===== src/rtl/uart_pkg.sv =====
// Shared definitions for the codeword UART: receiver FSM states and defaults
// common to the matching transmitter.
package uart_pkg;

    localparam int CODEWORD_W           = 7;
    localparam int DEFAULT_CLKS_PER_BIT = 16;

    typedef enum logic [2:0] {
        ST_IDLE      = 3'd0,
        ST_START     = 3'd1,
        ST_DATA      = 3'd2,
        ST_STOP      = 3'd3,
        ST_WAIT_IDLE = 3'd4
    } rx_state_e;

endpackage


===== src/rtl/sync_2ff.sv =====
// Generic two-flop synchroniser for asynchronous inputs, with a selectable
// reset value so an idle-high line does not look active coming out of reset.
module sync_2ff #(
    parameter int               WIDTH   = 1,
    parameter logic [WIDTH-1:0] RST_VAL = {WIDTH{1'b1}}
) (
    input  logic             clk,
    input  logic             rst_n,
    input  logic [WIDTH-1:0] d,
    output logic [WIDTH-1:0] q
);

    logic [WIDTH-1:0] meta_r;
    logic [WIDTH-1:0] sync_r;

    // Two-stage capture of the asynchronous input.
    always_ff @(posedge clk or negedge rst_n) begin
        if (!rst_n) begin
            meta_r <= RST_VAL;
            sync_r <= RST_VAL;
        end else begin
            meta_r <= d;
            sync_r <= meta_r;
        end
    end

    assign q = sync_r;

endmodule


===== src/rtl/uart_rx_codeword.sv =====
// UART receiver delivering 7-bit Hamming codewords (start, 7 data LSB-first,
// stop) to a downstream decoder, sampling each bit at its midpoint.
module uart_rx_codeword
    import uart_pkg::*;
#(
    parameter int CLKS_PER_BIT = DEFAULT_CLKS_PER_BIT,
    parameter int DATA_BITS    = CODEWORD_W
) (
    input  logic                 clk,
    input  logic                 rst_n,
    input  logic                 ena,
    input  logic                 rx,
    output logic [DATA_BITS-1:0] data_out,
    output logic                 valid_out,
    output logic                 frame_err,
    output logic                 busy
);

    localparam int CNT_W = $clog2(CLKS_PER_BIT);
    localparam int BIT_W = $clog2(DATA_BITS + 1);

    localparam logic [CNT_W-1:0] HALF_CNT = CNT_W'(CLKS_PER_BIT / 2 - 1);
    localparam logic [CNT_W-1:0] LAST_CNT = CNT_W'(CLKS_PER_BIT - 1);
    localparam logic [CNT_W-1:0] CNT_ZERO = CNT_W'(0);
    localparam logic [CNT_W-1:0] CNT_ONE  = CNT_W'(1);
    localparam logic [BIT_W-1:0] LAST_BIT = BIT_W'(DATA_BITS - 1);
    localparam logic [BIT_W-1:0] BIT_ZERO = BIT_W'(0);
    localparam logic [BIT_W-1:0] BIT_ONE  = BIT_W'(1);

    logic                 rx_s;
    rx_state_e            state_r, state_next;
    logic [CNT_W-1:0]     clk_cnt_r, clk_cnt_next;
    logic [BIT_W-1:0]     bit_cnt_r, bit_cnt_next;
    logic [DATA_BITS-1:0] shift_r, shift_next;
    logic [DATA_BITS-1:0] data_r, data_next;
    logic                 valid_r, valid_next;
    logic                 ferr_r, ferr_next;
    logic                 busy_r, busy_next;

    sync_2ff #(
        .WIDTH   (1),
        .RST_VAL (1'b1)
    ) u_rx_sync (
        .clk   (clk),
        .rst_n (rst_n),
        .d     (rx),
        .q     (rx_s)
    );

    // Next-state, counter, shift and output-pulse decode.
    always_comb begin
        state_next   = state_r;
        clk_cnt_next = clk_cnt_r;
        bit_cnt_next = bit_cnt_r;
        shift_next   = shift_r;
        data_next    = data_r;
        valid_next   = 1'b0;
        ferr_next    = 1'b0;

        case (state_r)
            ST_IDLE: begin
                if (ena && !rx_s) begin
                    state_next   = ST_START;
                    clk_cnt_next = CNT_ZERO;
                end else begin
                    state_next = ST_IDLE;
                end
            end
            ST_START: begin
                if (clk_cnt_r == HALF_CNT) begin
                    clk_cnt_next = CNT_ZERO;
                    if (!rx_s) begin
                        state_next   = ST_DATA;
                        bit_cnt_next = BIT_ZERO;
                    end else begin
                        state_next = ST_IDLE;
                    end
                end else begin
                    clk_cnt_next = clk_cnt_r + CNT_ONE;
                end
            end
            ST_DATA: begin
                if (clk_cnt_r == LAST_CNT) begin
                    clk_cnt_next          = CNT_ZERO;
                    shift_next[bit_cnt_r] = rx_s;
                    bit_cnt_next          = bit_cnt_r + BIT_ONE;
                    if (bit_cnt_r == LAST_BIT) begin
                        state_next = ST_STOP;
                    end else begin
                        state_next = ST_DATA;
                    end
                end else begin
                    clk_cnt_next = clk_cnt_r + CNT_ONE;
                end
            end
            ST_STOP: begin
                // Leaving at the stop-bit midpoint lets a back-to-back start bit be seen from IDLE.
                if (clk_cnt_r == LAST_CNT) begin
                    clk_cnt_next = CNT_ZERO;
                    if (rx_s) begin
                        data_next  = shift_r;
                        valid_next = 1'b1;
                        state_next = ST_IDLE;
                    end else begin
                        ferr_next  = 1'b1;
                        state_next = ST_WAIT_IDLE;
                    end
                end else begin
                    clk_cnt_next = clk_cnt_r + CNT_ONE;
                end
            end
            ST_WAIT_IDLE: begin
                if (rx_s) begin
                    state_next = ST_IDLE;
                end else begin
                    state_next = ST_WAIT_IDLE;
                end
            end
            default: begin
                state_next   = ST_IDLE;
                clk_cnt_next = CNT_ZERO;
                bit_cnt_next = BIT_ZERO;
            end
        endcase

        busy_next = (state_next != ST_IDLE);
    end

    // State, counters, shift register and registered outputs.
    always_ff @(posedge clk or negedge rst_n) begin
        if (!rst_n) begin
            state_r   <= ST_IDLE;
            clk_cnt_r <= CNT_ZERO;
            bit_cnt_r <= BIT_ZERO;
            shift_r   <= {DATA_BITS{1'b0}};
            data_r    <= {DATA_BITS{1'b0}};
            valid_r   <= 1'b0;
            ferr_r    <= 1'b0;
            busy_r    <= 1'b0;
        end else begin
            state_r   <= state_next;
            clk_cnt_r <= clk_cnt_next;
            bit_cnt_r <= bit_cnt_next;
            shift_r   <= shift_next;
            data_r    <= data_next;
            valid_r   <= valid_next;
            ferr_r    <= ferr_next;
            busy_r    <= busy_next;
        end
    end

    assign data_out  = data_r;
    assign valid_out = valid_r;
    assign frame_err = ferr_r;
    assign busy      = busy_r;

endmodule

===== config.mk =====
export PLATFORM = sky130hd
export DESIGN_NAME = uart_rx_codeword
export DESIGN_NICKNAME = d
export VERILOG_FILES = /design/src/rtl/uart_pkg.sv /design/src/rtl/sync_2ff.sv /design/src/rtl/uart_rx_codeword.sv
export SDC_FILE = /design/constraint.sdc
export NUM_CORES = 1
export LEC_CHECK = 0
export BUFFER_PORTS_ARGS = -buffer_cell sky130_fd_sc_hd__buf_4
export CAP_MARGIN = 0
export CORE_UTILIZATION = 39
export DETAILED_ROUTE_END_ITERATION = 6
export HOLD_SLACK_MARGIN = 0.02
export PLACE_DENSITY = 0.56
export SLEW_MARGIN = 20
export SYNTH_ARGS = -nofsm -noshare
export SYNTH_HDL_FRONTEND = slang
export SYNTH_HIERARCHICAL = 1
export SYNTH_SLANG_ARGS = --single-unit

===== constraint.sdc =====
create_clock -name clk -period 2.88 [get_ports clk]
set_clock_uncertainty 0.1 [all_clocks]
set_input_delay 0.288 -clock clk [delete_from_list [all_inputs] [get_ports clk]]
set_output_delay 0.288 -clock clk [all_outputs]
set_load 0.01 [all_outputs]

; Yosys cells after proc, flatten, opt, wreduce, memory -nomap -nowiden
; Index checks and enable logic that the tools add are counted.
[word_totals]
regBits = 29
in_bits = 4
output_inout_bits = 10
elab_cells = 63
[op_classes]
n_addsub = 2
n_lt_le_gt_ge = 2
eq_ne = 11
muxes = 25
bitwise = 2
reduce_logical = 11
[ops]
columns = op, count
row1 = 3-bit 2-to-1 mux, 7
row2 = 4-bit case mux with 4 select lines, 1
row3 = 3-bit case mux with 5 select lines, 1
row4 = 4-bit 2-to-1 mux, 3
row5 = 1-bit 2-to-1 mux, 9
row6 = 3-bit case mux with 3 select lines, 1
row7 = 2-bit inequality test (second input constant), 4
row8 = 7-bit bitwise mux, 1
row9 = 3-bit by 2-bit == test with 1-bit output (second input constant), 2
row10 = 3-bit == test (second input constant), 2
row11 = 4-bit by 1-bit adder with 4-bit output (second input constant), 1
row12 = 4-bit by 3-bit == test with 1-bit output (second input constant), 1
row13 = 4-bit == test (second input constant), 1
row14 = 3-bit by 4-bit < comparator with 1-bit output (second input constant), 1
row15 = 2-bit AND reduction, 2
row16 = 4-bit AND reduction, 1
row17 = 3-bit by 1-bit adder with 3-bit output (second input constant), 1
row18 = 1-bit demux with 3-bit select, 1
row19 = 3-bit by 1-bit == test with 1-bit output (second input constant), 1
row20 = 3-bit by 1-bit >= comparator with 1-bit output (second input constant), 1
row21 = 3-bit logical NOT, 1
row22 = 3-bit AND reduction, 1
row23 = 3-bit nonzero test, 1
row24 = 3-bit OR reduction, 1
row25 = 5 further kinds, 7

; Logic depth before layout (Yosys ltp)
; Gate-level depths: netlist of run 1.
[logic_depth]
word_depth = 5
mapped_depth = 6
depth_no_buf = 6

; Cells and area by module
; Netlist of run 1, hierarchy kept.
[modules_own_cells]
columns = mod, instances, cells_each, area_per_inst_um2, seq_area_each_um2
row1 = uart_rx_codeword, 1, 126, 1358.8, 675.6
row2 = sync_2ff, 1, 2, 52.6, 52.6

; Worst setup path before layout of run 1
; OpenSTA, ideal clock, no wires.
[synth_path]
kind = register to register
start = register clk_cnt_r[0]
end = register data_r[0], in the netlist data_out[0]
setup_ps = 128
arrival_ps = 1479
required_ps = 2652
slack_ps = 1174
stages_incl_launch_ff = 6
n_path_buf = 0
synth_period_minus_slack_ps = 1706
cell_sequence = dfrtp_1 -> ha_1 -> nand2_2 -> nor3_2 -> nand3_2 -> mux2_1
[synth_via]
elab_chain_cells = 2
[synth_lines]
columns = item, line_no
row1 = start: declaration, uart_rx_codeword.sv:32  ; logic [CNT_W-1:0] clk_cnt_r, clk_cnt_next;
row2 = start signal: assignment, uart_rx_codeword.sv:142  ; clk_cnt_r <= clk_cnt_next;
row3 = 4-bit == test, uart_rx_codeword.sv:98  ; if (clk_cnt_r == LAST_CNT) begin
row4 = 3-bit AND reduction (no source line), -
row5 = end signal: assignment, uart_rx_codeword.sv:136  ; data_r <= {DATA_BITS{1'b0}};
row6 = end signal: assignment, uart_rx_codeword.sv:145  ; data_r <= data_next;
row7 = end: declaration, uart_rx_codeword.sv:35  ; logic [DATA_BITS-1:0] data_r, data_next;
; Every way passes these cells.
; A chain may end at the register's enable or synchronous reset.

; Final worst setup path of run 1
[layout_path]
start = register clk_cnt_r[0]
end = register data_r[2], in the netlist data_out[2]
; Same word-level chain as after synthesis.

==> impl_metrics.json, run 1 <==
{
  "status": "completed",
  "synth_compound_area_share_pct": 10.64,
  "path_clk_slew_ps": 80,
  "antenna_cells": 0,
  "start_util_pct": 41.64,
  "crit_type": "flop to flop",
  "core_area_sq_mm": 0.003390,
  "cp_data_arrival_time_ps": 2070,
  "ctsHoldBuffers": 2,
  "ys_ff_latch": 29,
  "utilization_pct": 47.47,
  "max-vdd-ir-drop_mv": 0.2752,
  "synthSimpleGateAreaFrac_pct": 18.53,
  "grt_pass1_vias": 950,
  "leakagePower_nw": 0.7664,
  "drive_gt1_share_pct": 23.08,
  "slew_violations": 0,
  "tightest_slew_ps": 569.2,
  "syn-instance-count": 128,
  "final-hold-violation-count": 0,
  "final_common_cell": "dfrtp_1",
  "cts.path.max_buffers": 2,
  "synth_warnings": 6,
  "postCtsSetupBuffers": 0,
  "die_w_um": 62.16,
  "fin_crit_sh_pct": 68.37,
  "min_path_type": "flop to flop",
  "fin_tns_setup_ps": 0,
  "cts_tree": "done",
  "drt_iter0_markers": 21,
  "drc": 0,
  "die_area_sq_mm": 0.003863,
  "final_cell_mix": "dfrtp_1 (27), nand2_1 (13), buf_4 (13), mux2_1 (11), nand3_1 (8)",
  "yosys.area_share.xor_xnor_pct": 1.241,
  "grt_max_degree": 30,
  "antenna_left": 0,
  "synth_fp_nets": 135,
  "rsz0062_at_grt": "false",
  "nets": 150,
  "numPortBuffers": 13,
  "synth_top_family_by_area": "simple AND/OR/NAND/NOR gates",
  "holdWs_ps": 257.8,
  "route.vias.total": 998,
  "synth_cell_types": 37,
  "cts_made_buffers": 5,
  "cts_max_level": 2,
  "start_kind": "flop",
  "fmax_mhz": 507.9,
  "overflow": 0,
  "wire_per_inst_um": 13.31,
  "syn-cell-area_sq_mm": 0.001411,
  "totalWireLength_mm": 2.516,
  "cts_num_sinks": 29,
  "holdPathStages": 0,
  "synth-adder-area-share_pct": 2.660,
  "postSynthAreaPerCell_sq_um": 11.03,
  "drt_pass1_iterations": 4,
  "crit_required_ps": 2980,
  "maxCapViolCount": 0,
  "period_minus_slack_ps": 1969,
  "relSlewSlack_pct": 62.05,
  "setup_slack_ps": 911.0,
  "area_growth_pct": 14.01,
  "synthArstFlopShare_pct": 100.0,
  "ys.flop_type": "dfrtp_1",
  "grt_usage_pct": 14.93,
  "clk_latency_ps": 320,
  "power_density_mw_per_mm2": 693.4,
  "cp-end-kind": "flop",
  "synth.area.mux_share_pct": 11.17,
  "reg2reg_depth": 5,
  "root_buffer": "clkbuf_4",
  "critPathMaxFanout": 8,
  "antenna_found_initial": 0,
  "gp_congestion": 0.7604,
  "yosysSeqAreaShare_pct": 51.60,
  "dpl_worst_slack_ps": 895.7,
  "cts-resized-gates": 0,
  "setup_viol": 0,
  "finalNonFillerCells": 189,
  "synth_edf_count": 0,
  "drt-vias-per-instance": 5.280,
  "chipHeight_um": 62.16,
  "rows": 21,
  "dpl.hpwl_mm": 1.651,
  "grt_first_pass_wirelength_mm": 4.347,
  "io_pins": 14,
  "dp_cells": 180
}
report_power, final:
group	internal (mW)	total, mW	switching (mW)	leakage [nW]
combinational	0.130	0.266	0.137	0.353
clock	0.115	0.243	0.128	0.0314
sequential	0.470	0.607	0.137	0.382
logic make-up (layout without fill, tap and decap cells):
kind of cell,count (synthesis),after routing
AND/OR/NAND/NOR,45,45
flip-flops,29,29
AO/OA/AOI/OAI,21,21
multiplexers,14,14
buffers and inverters,14,29
adder cells (fa/ha/maj),3,3
XOR/XNOR,2,2
final cells by class:
class | instances | area [sq um]
fill | 319 | 1780
sequential | 29 | 728.2
multi-input combinational | 85 | 624.3
timing repair buffer | 15 | 117.6
tap | 46 | 57.56
clock buffer | 7 | 55.05
inverter | 7 | 26.28
metal layers:
layer | share of wire, % | vias up | GRT usage [%]
li1 | - | 483 | -
met1 | 49 | 472 | 19.34
met2 | 43 | 34 | 21.57
met3 | 4.9 | 9 | 5.147
met4 | 2.7 | 0 | 8.721
met5 | 0 | - | 0
registers in the layout, summed over array words and instances (netlist names):
register          cells
frame_err             1
valid_out             1
clk_cnt_r             4
data_out              7
busy                  1
bit_cnt_r             3
state_r               3
u_rx_sync/meta_r      1
shift_r               7
u_rx_sync/q           1
Yosys cell counts (2+ instances only):
master / n / area (sq um)
a21oi_1: 2 / 10.01
a22o_1: 2 / 17.52
buf_2: 5 / 25.02
clkbuf_1: 2 / 7.510
dfrtp_1: 27 / 675.7
dfstp_2: 2 / 52.55
ha_1: 3 / 37.54
inv_1: 7 / 26.28
mux2_1: 11 / 123.9
mux2_2: 3 / 33.78
nand2_1: 13 / 48.80
nand3_1: 8 / 40.04
nand3_2: 2 / 20.02
nor2_1: 7 / 26.28
nor2b_1: 2 / 12.51
nor3_1: 3 / 15.01
nor3_2: 2 / 20.02
o21a_1: 3 / 22.52
o21ai_0: 4 / 20.02
o22ai_1: 2 / 12.51
xor2_1: 2 / 17.52
per-stage QoR:
stage | area (sq um) | total power, mW
global placement | 1534 | 0.8692
finish | 1609 | 1.116
CTS | 1609 | 1.130
global route | 1609 | 1.202
floorplan | 1411 | 0.8174
detailed placement | 1534 | 0.8780
path summary, 6_finish.rpt:
path	from	to	slack, ps
setup reg to reg	clk_cnt_r[0]	data_out[2]	910
hold / removal	u_rx_sync/meta_r	u_rx_sync/q	260
max in group asynchronous	rst_n	u_rx_sync/meta_r	2040
hold reg to reg	u_rx_sync/meta_r	u_rx_sync/q	260
setup / recovery	clk_cnt_r[0]	data_out[2]	910
min in group asynchronous	rst_n	state_r[1]	320
critical path, stage by stage, from the launching register on:
cell and delay, ps:
dfrtp_1 390, ha_1 310, nand2_2 150, nor3_2 230, nand3_2 260, mux2_1 400
No activity file was read; power rests on OpenSTA's default activity.
==> inputs of run 2 (changes only) <==
--- a/config.mk
+++ b/config.mk
@@ -10,7 +10,7 @@
 export CORE_UTILIZATION = 39
 export DETAILED_ROUTE_END_ITERATION = 6
 export HOLD_SLACK_MARGIN = 0.02
-export PLACE_DENSITY = 0.56
+export PLACE_DENSITY = 0.58
 export SLEW_MARGIN = 20
 export SYNTH_ARGS = -nofsm -noshare
 export SYNTH_HDL_FRONTEND = slang
==> constraint.sdc (replaced) <==
create_clock -name clk -period 1.7 [get_ports clk]
set_clock_uncertainty 0.1 [all_clocks]
set_input_delay 0.17 -clock clk [delete_from_list [all_inputs] [get_ports clk]]
set_output_delay 0.17 -clock clk [all_outputs]
set_load 0.01 [all_outputs]
==> run 2 against run 1 <==
  * Count of clock-buffer cells in the layout did not move
  * First-iteration DRC count rose by 48%
  * Via count rose by 5.9%
  * Sequential share of layout area fell by 6.0 points
  * Largest cell class unchanged
  * Die area did not move
  * Non-clock buffer count rose by 20
  * Critical path type unchanged
  * Cell area rose by 16%
  * Global-route usage rose by 1.6 points
  * Flip-flop and latch count did not move
  * Power rose by 120%
  * Clock power rose by 140%
  * Fmax rose by 20%
==> impl_metrics.json, run 2 (synthesis gave the netlist of run 1 again) <==
{
  "cp_data_arrival_time_ps": 1760,
  "drt_pass1_iterations": 4,
  "rsz0062_at_grt": "true",
  "dp_cells": 193,
  "antenna_cells": 0,
  "nets": 170,
  "drt_iter0_markers": 31,
  "max-vdd-ir-drop_mv": 0.4601,
  "fin_crit_sh_pct": 96.76,
  "cts.path.max_buffers": 2,
  "critPathMaxFanout": 2,
  "antenna_left": 0,
  "min_path_type": "primary input to async pin",
  "crit_required_ps": 1810,
  "start_util_pct": 41.64,
  "gr-usage-met1_pct": 22.98,
  "rows": 21,
  "final_cell_mix": "buf_4 (30), dfrtp_1 (25), nand2_1 (13), mux2_1 (10), nand3_1 (8)",
  "grt_usage_pct": 16.50,
  "tightest_slew_ps": 362.9,
  "final_common_cell": "buf_4",
  "finalNonFillerCells": 210,
  "holdWs_ps": 194.1,
  "rrSetupSlack_ps": 60,
  "path_clk_slew_ps": 90,
  "cts_num_sinks": 29,
  "drive_gt1_share_pct": 36.59,
  "status": "completed",
  "gp_congestion": 0.7785,
  "grt_max_degree": 30,
  "top_usage_layer": "met2",
  "grt_first_pass_wirelength_mm": 4.981,
  "cts_made_buffers": 5,
  "fin_tns_setup_ps": 0,
  "drt-vias-per-instance": 5.033,
  "start_kind": "flop",
  "power_density_mw_per_mm2": 1330,
  "clk_latency_ps": 320,
  "totalWireLength_mm": 2.744,
  "setup_slack_ps": 55.05,
  "grt_pass1_vias": 1065,
  "dpl_worst_slack_ps": -42.58,
  "chipHeight_um": 62.16,
  "cp-end-kind": "flop",
  "final-hold-violation-count": 0,
  "io_pins": 14,
  "fmax_mhz": 607.9,
  "drc": 0,
  "crit_type": "flop to flop",
  "maxCapViolCount": 0,
  "total_power_mw": 2.474,
  "met3_usage_pct": 4.412,
  "antenna_found_initial": 0,
  "die_w_um": 62.16,
  "dpl.hpwl_mm": 1.868,
  "relSlewSlack_pct": 75.80,
  "period_minus_slack_ps": 1645,
  "area_growth_pct": 31.74,
  "leakagePower_nw": 0.8761,
  "route.vias.total": 1057,
  "root_buffer": "clkbuf_4",
  "use_met2_pct": 25.00,
  "utilization_pct": 54.85,
  "slew_violations": 0,
  "die_area_sq_mm": 0.003863,
  "numPortBuffers": 13,
  "wire_per_inst_um": 13.07,
  "cts_tree": "done",
  "place_area_sq_mm": 0.001634,
  "setup_viol": 0,
  "cts_max_level": 2,
  "final_area_sq_mm": 0.001859,
  "overflow": 0,
  "core_area_sq_mm": 0.003390
}
run 2: area by class of cell:
class / count / area (sq um)
Fill cell: 302 / 1530
Sequential cell: 29 / 730.7
Multi-Input combinational cell: 85 / 680.7
Timing Repair Buffer: 35 / 279.0
Tap cell: 46 / 57.56
Clock buffer: 7 / 55.05
Clock inverter: 1 / 30.03
Inverter: 7 / 26.28
run 2: critical path, cell delays in order (launching register included):
cell and delay, ps:
dfrtp_1 420, or4b_1 560, a21oi_2 160, o22ai_1 90, a22o_1 190
run 2: worst paths after layout:
path                                   from                to  depth (start not counted)
max in group asynchronous             rst_n  u_rx_sync/meta_r                          2
max reg2reg                      state_r[1]      bit_cnt_r[1]                          4
min                                   rst_n      clk_cnt_r[2]                          2
min in group clk           u_rx_sync/meta_r       u_rx_sync/q                          0
max                              state_r[1]      bit_cnt_r[1]                          4
min reg2reg                u_rx_sync/meta_r       u_rx_sync/q                          0
run 2: what timing repair did:
item | in CTS | in global routing
endpoints found under the setup margin | 10 | 17
endpoints found under the hold margin | 30 | 0
hold buffers | 2 | 0
pin swaps | 4 | 9
gates resized for setup | 6 | 8
buffers inserted | 4 | 3
run 2: power breakdown:
part           total, mW  internal, mW  switching [mW]  leakage, nW
clock              0.589         0.351           0.238       0.0455
sequential         0.922         0.801           0.121        0.379
combinational      0.963         0.488           0.475        0.451
run 2: routing by layer:
metal  up-vias  wire length [um]
met4         0                43
met3         7               103
li1        521                 -
met1       509              1360
met5         -                 0
met2        20              1236
==> inputs of run 3 (changes only) <==
==> constraint.sdc (replaced) <==
create_clock -name clk -period 1.5 [get_ports clk]
set_clock_uncertainty 0.1 [all_clocks]
set_input_delay 0.15 -clock clk [delete_from_list [all_inputs] [get_ports clk]]
set_output_delay 0.15 -clock clk [all_outputs]
set_load 0.01 [all_outputs]
==> run 3 against run 2 <==
  * The flow now finishes with violations (negative setup slack)
  * Flip-flop and latch count unchanged
  * Critical path type unchanged
  * Highest routed layer unchanged
  * Register-to-register slack worse by 230 ps
  * Global-route usage up 1.3 points
  * Critical endpoint unchanged
  * Critical path depth unchanged
  * Largest cell class is now multi-input combinational cells
  * Die area unchanged
  * Clock power up 15%
  * Via count up 8.2%
  * Sequential share of layout area down 3.7 points
==> impl_metrics.json, run 3 (synthesis gave the netlist of run 1 again) <==
{
  "slew_violations": 0,
  "grt_pass1_vias": 1162,
  "relSlewSlack_pct": 75.86,
  "total_power_mw": 2.952,
  "drc": 0,
  "drive_gt1_share_pct": 50.28,
  "finalNonFillerCells": 225,
  "leakagePower_nw": 0.9851,
  "die_area_sq_mm": 0.003863,
  "root_buffer": "clkbuf_4",
  "cts_num_sinks": 29,
  "gp_congestion": 0.8537,
  "rows": 21,
  "drt_iter0_markers": 26,
  "clk_latency_ps": 330,
  "status": "finished with violations",
  "io_pins": 14,
  "antenna_left": 0,
  "nets": 185,
  "path_clk_slew_ps": 100,
  "cts_tree": "done",
  "period_minus_slack_ps": 1677,
  "final-hold-violation-count": 0,
  "final_common_cell": "buf_4",
  "dpl.hpwl_mm": 2.088,
  "violations": "negative setup slack",
  "power_density_mw_per_mm2": 1435,
  "core_area_sq_mm": 0.003390,
  "cts.path.max_buffers": 2,
  "numPortBuffers": 13,
  "maxCapViolCount": 0,
  "start_util_pct": 41.64,
  "cp_data_arrival_time_ps": 1790,
  "start_kind": "flop",
  "fin_tns_setup_ps": -1555,
  "route.vias.total": 1144,
  "antenna_found_initial": 0,
  "rsz0062_at_grt": "true",
  "totalWireLength_mm": 3.079,
  "drt_pass1_iterations": 4,
  "setup_slack_ps": -177.2,
  "fmax_mhz": 596.2,
  "grt_max_degree": 30,
  "cp-end-kind": "flop",
  "chipHeight_um": 62.16,
  "tightest_slew_ps": 362.2,
  "dp_cells": 209,
  "area_growth_pct": 45.74,
  "drt-vias-per-instance": 5.084,
  "antenna_cells": 0,
  "crit_required_ps": 1620,
  "critPathMaxFanout": 5,
  "cts_made_buffers": 5,
  "max-vdd-ir-drop_mv": 0.8651,
  "grt_usage_pct": 17.81,
  "fin_crit_sh_pct": 111.8,
  "final_cell_mix": "buf_4 (42), dfrtp_1 (24), nand2_1 (13), mux2_4 (8)",
  "holdWs_ps": 154.2,
  "min_path_type": "primary input to async pin",
  "wire_per_inst_um": 13.68,
  "die_w_um": 62.16,
  "crit_type": "flop to flop",
  "cts_max_level": 2,
  "setup_viol": 20,
  "overflow": 0,
  "grt_first_pass_wirelength_mm": 5.188
}
-- run 3: metal layers --
metal	track usage [%]	vias to the layer above	share of wire, %
met3	7.537	11	3.9
met1	21.21	557	46
met5	0	-	0
met4	7.849	0	1.9
met2	28.02	27	48
li1	-	549	-
-- run 3: where the power goes --
part	switching [mW]	internal, mW	leakage, nW
Clock	0.278	0.398	0.0455
Sequential	0.143	0.910	0.378
Combinational	0.588	0.636	0.561
Total	1.01	1.94	0.985
-- run 3: final timing paths --
path                             startpoint               end  slack [ps]  depth (start not counted)
max                            clk_cnt_r[3]      bit_cnt_r[1]        -180                          4
min reg2reg                u_rx_sync/meta_r       u_rx_sync/q         260                          0
min                                   rst_n              busy         150                          2
min in group clk                        ena        state_r[0]         190                          4
max reg2reg                    clk_cnt_r[3]      bit_cnt_r[1]        -180                          4
max in group asynchronous             rst_n  u_rx_sync/meta_r         820                          2
-- run 3: cell type report --
type,count,area [sq um]
fill,275,1333
multi-input combinational,85,744.5
sequential,29,732.0
timing repair buffer,50,411.6
tap,46,57.56
clock buffer,7,55.05
clock inverter,1,30.03
inverter,7,26.28
-- run 3: what timing repair did --
action	CTS	global route
hold buffers	2	0
pin swaps	3	5
endpoints found under the hold margin	30	0
setup buffers	4	2
gates resized for setup	15	13
setup endpoints to repair	22	24
-- run 3: metrics by stage --
stage	util, %	cell area [sq um]	setup WS, ps
6_report	60.69	2057	-177.2
5_1_grt	60.69	2057	-225.1
4_1_cts	58.43	1981	-159.4
3_5_place_dp	52.75	1788	-172.4
3_3_place_gp	52.75	1788	-158.6
2_1_floorplan	-	1438	-100.7
-- run 3: critical path: stages, from the launching register on --
cell,delay [ps]
dfrtp_2,470
or4b_4,520
a21oi_4,180
o22ai_1,110
a22o_1,180
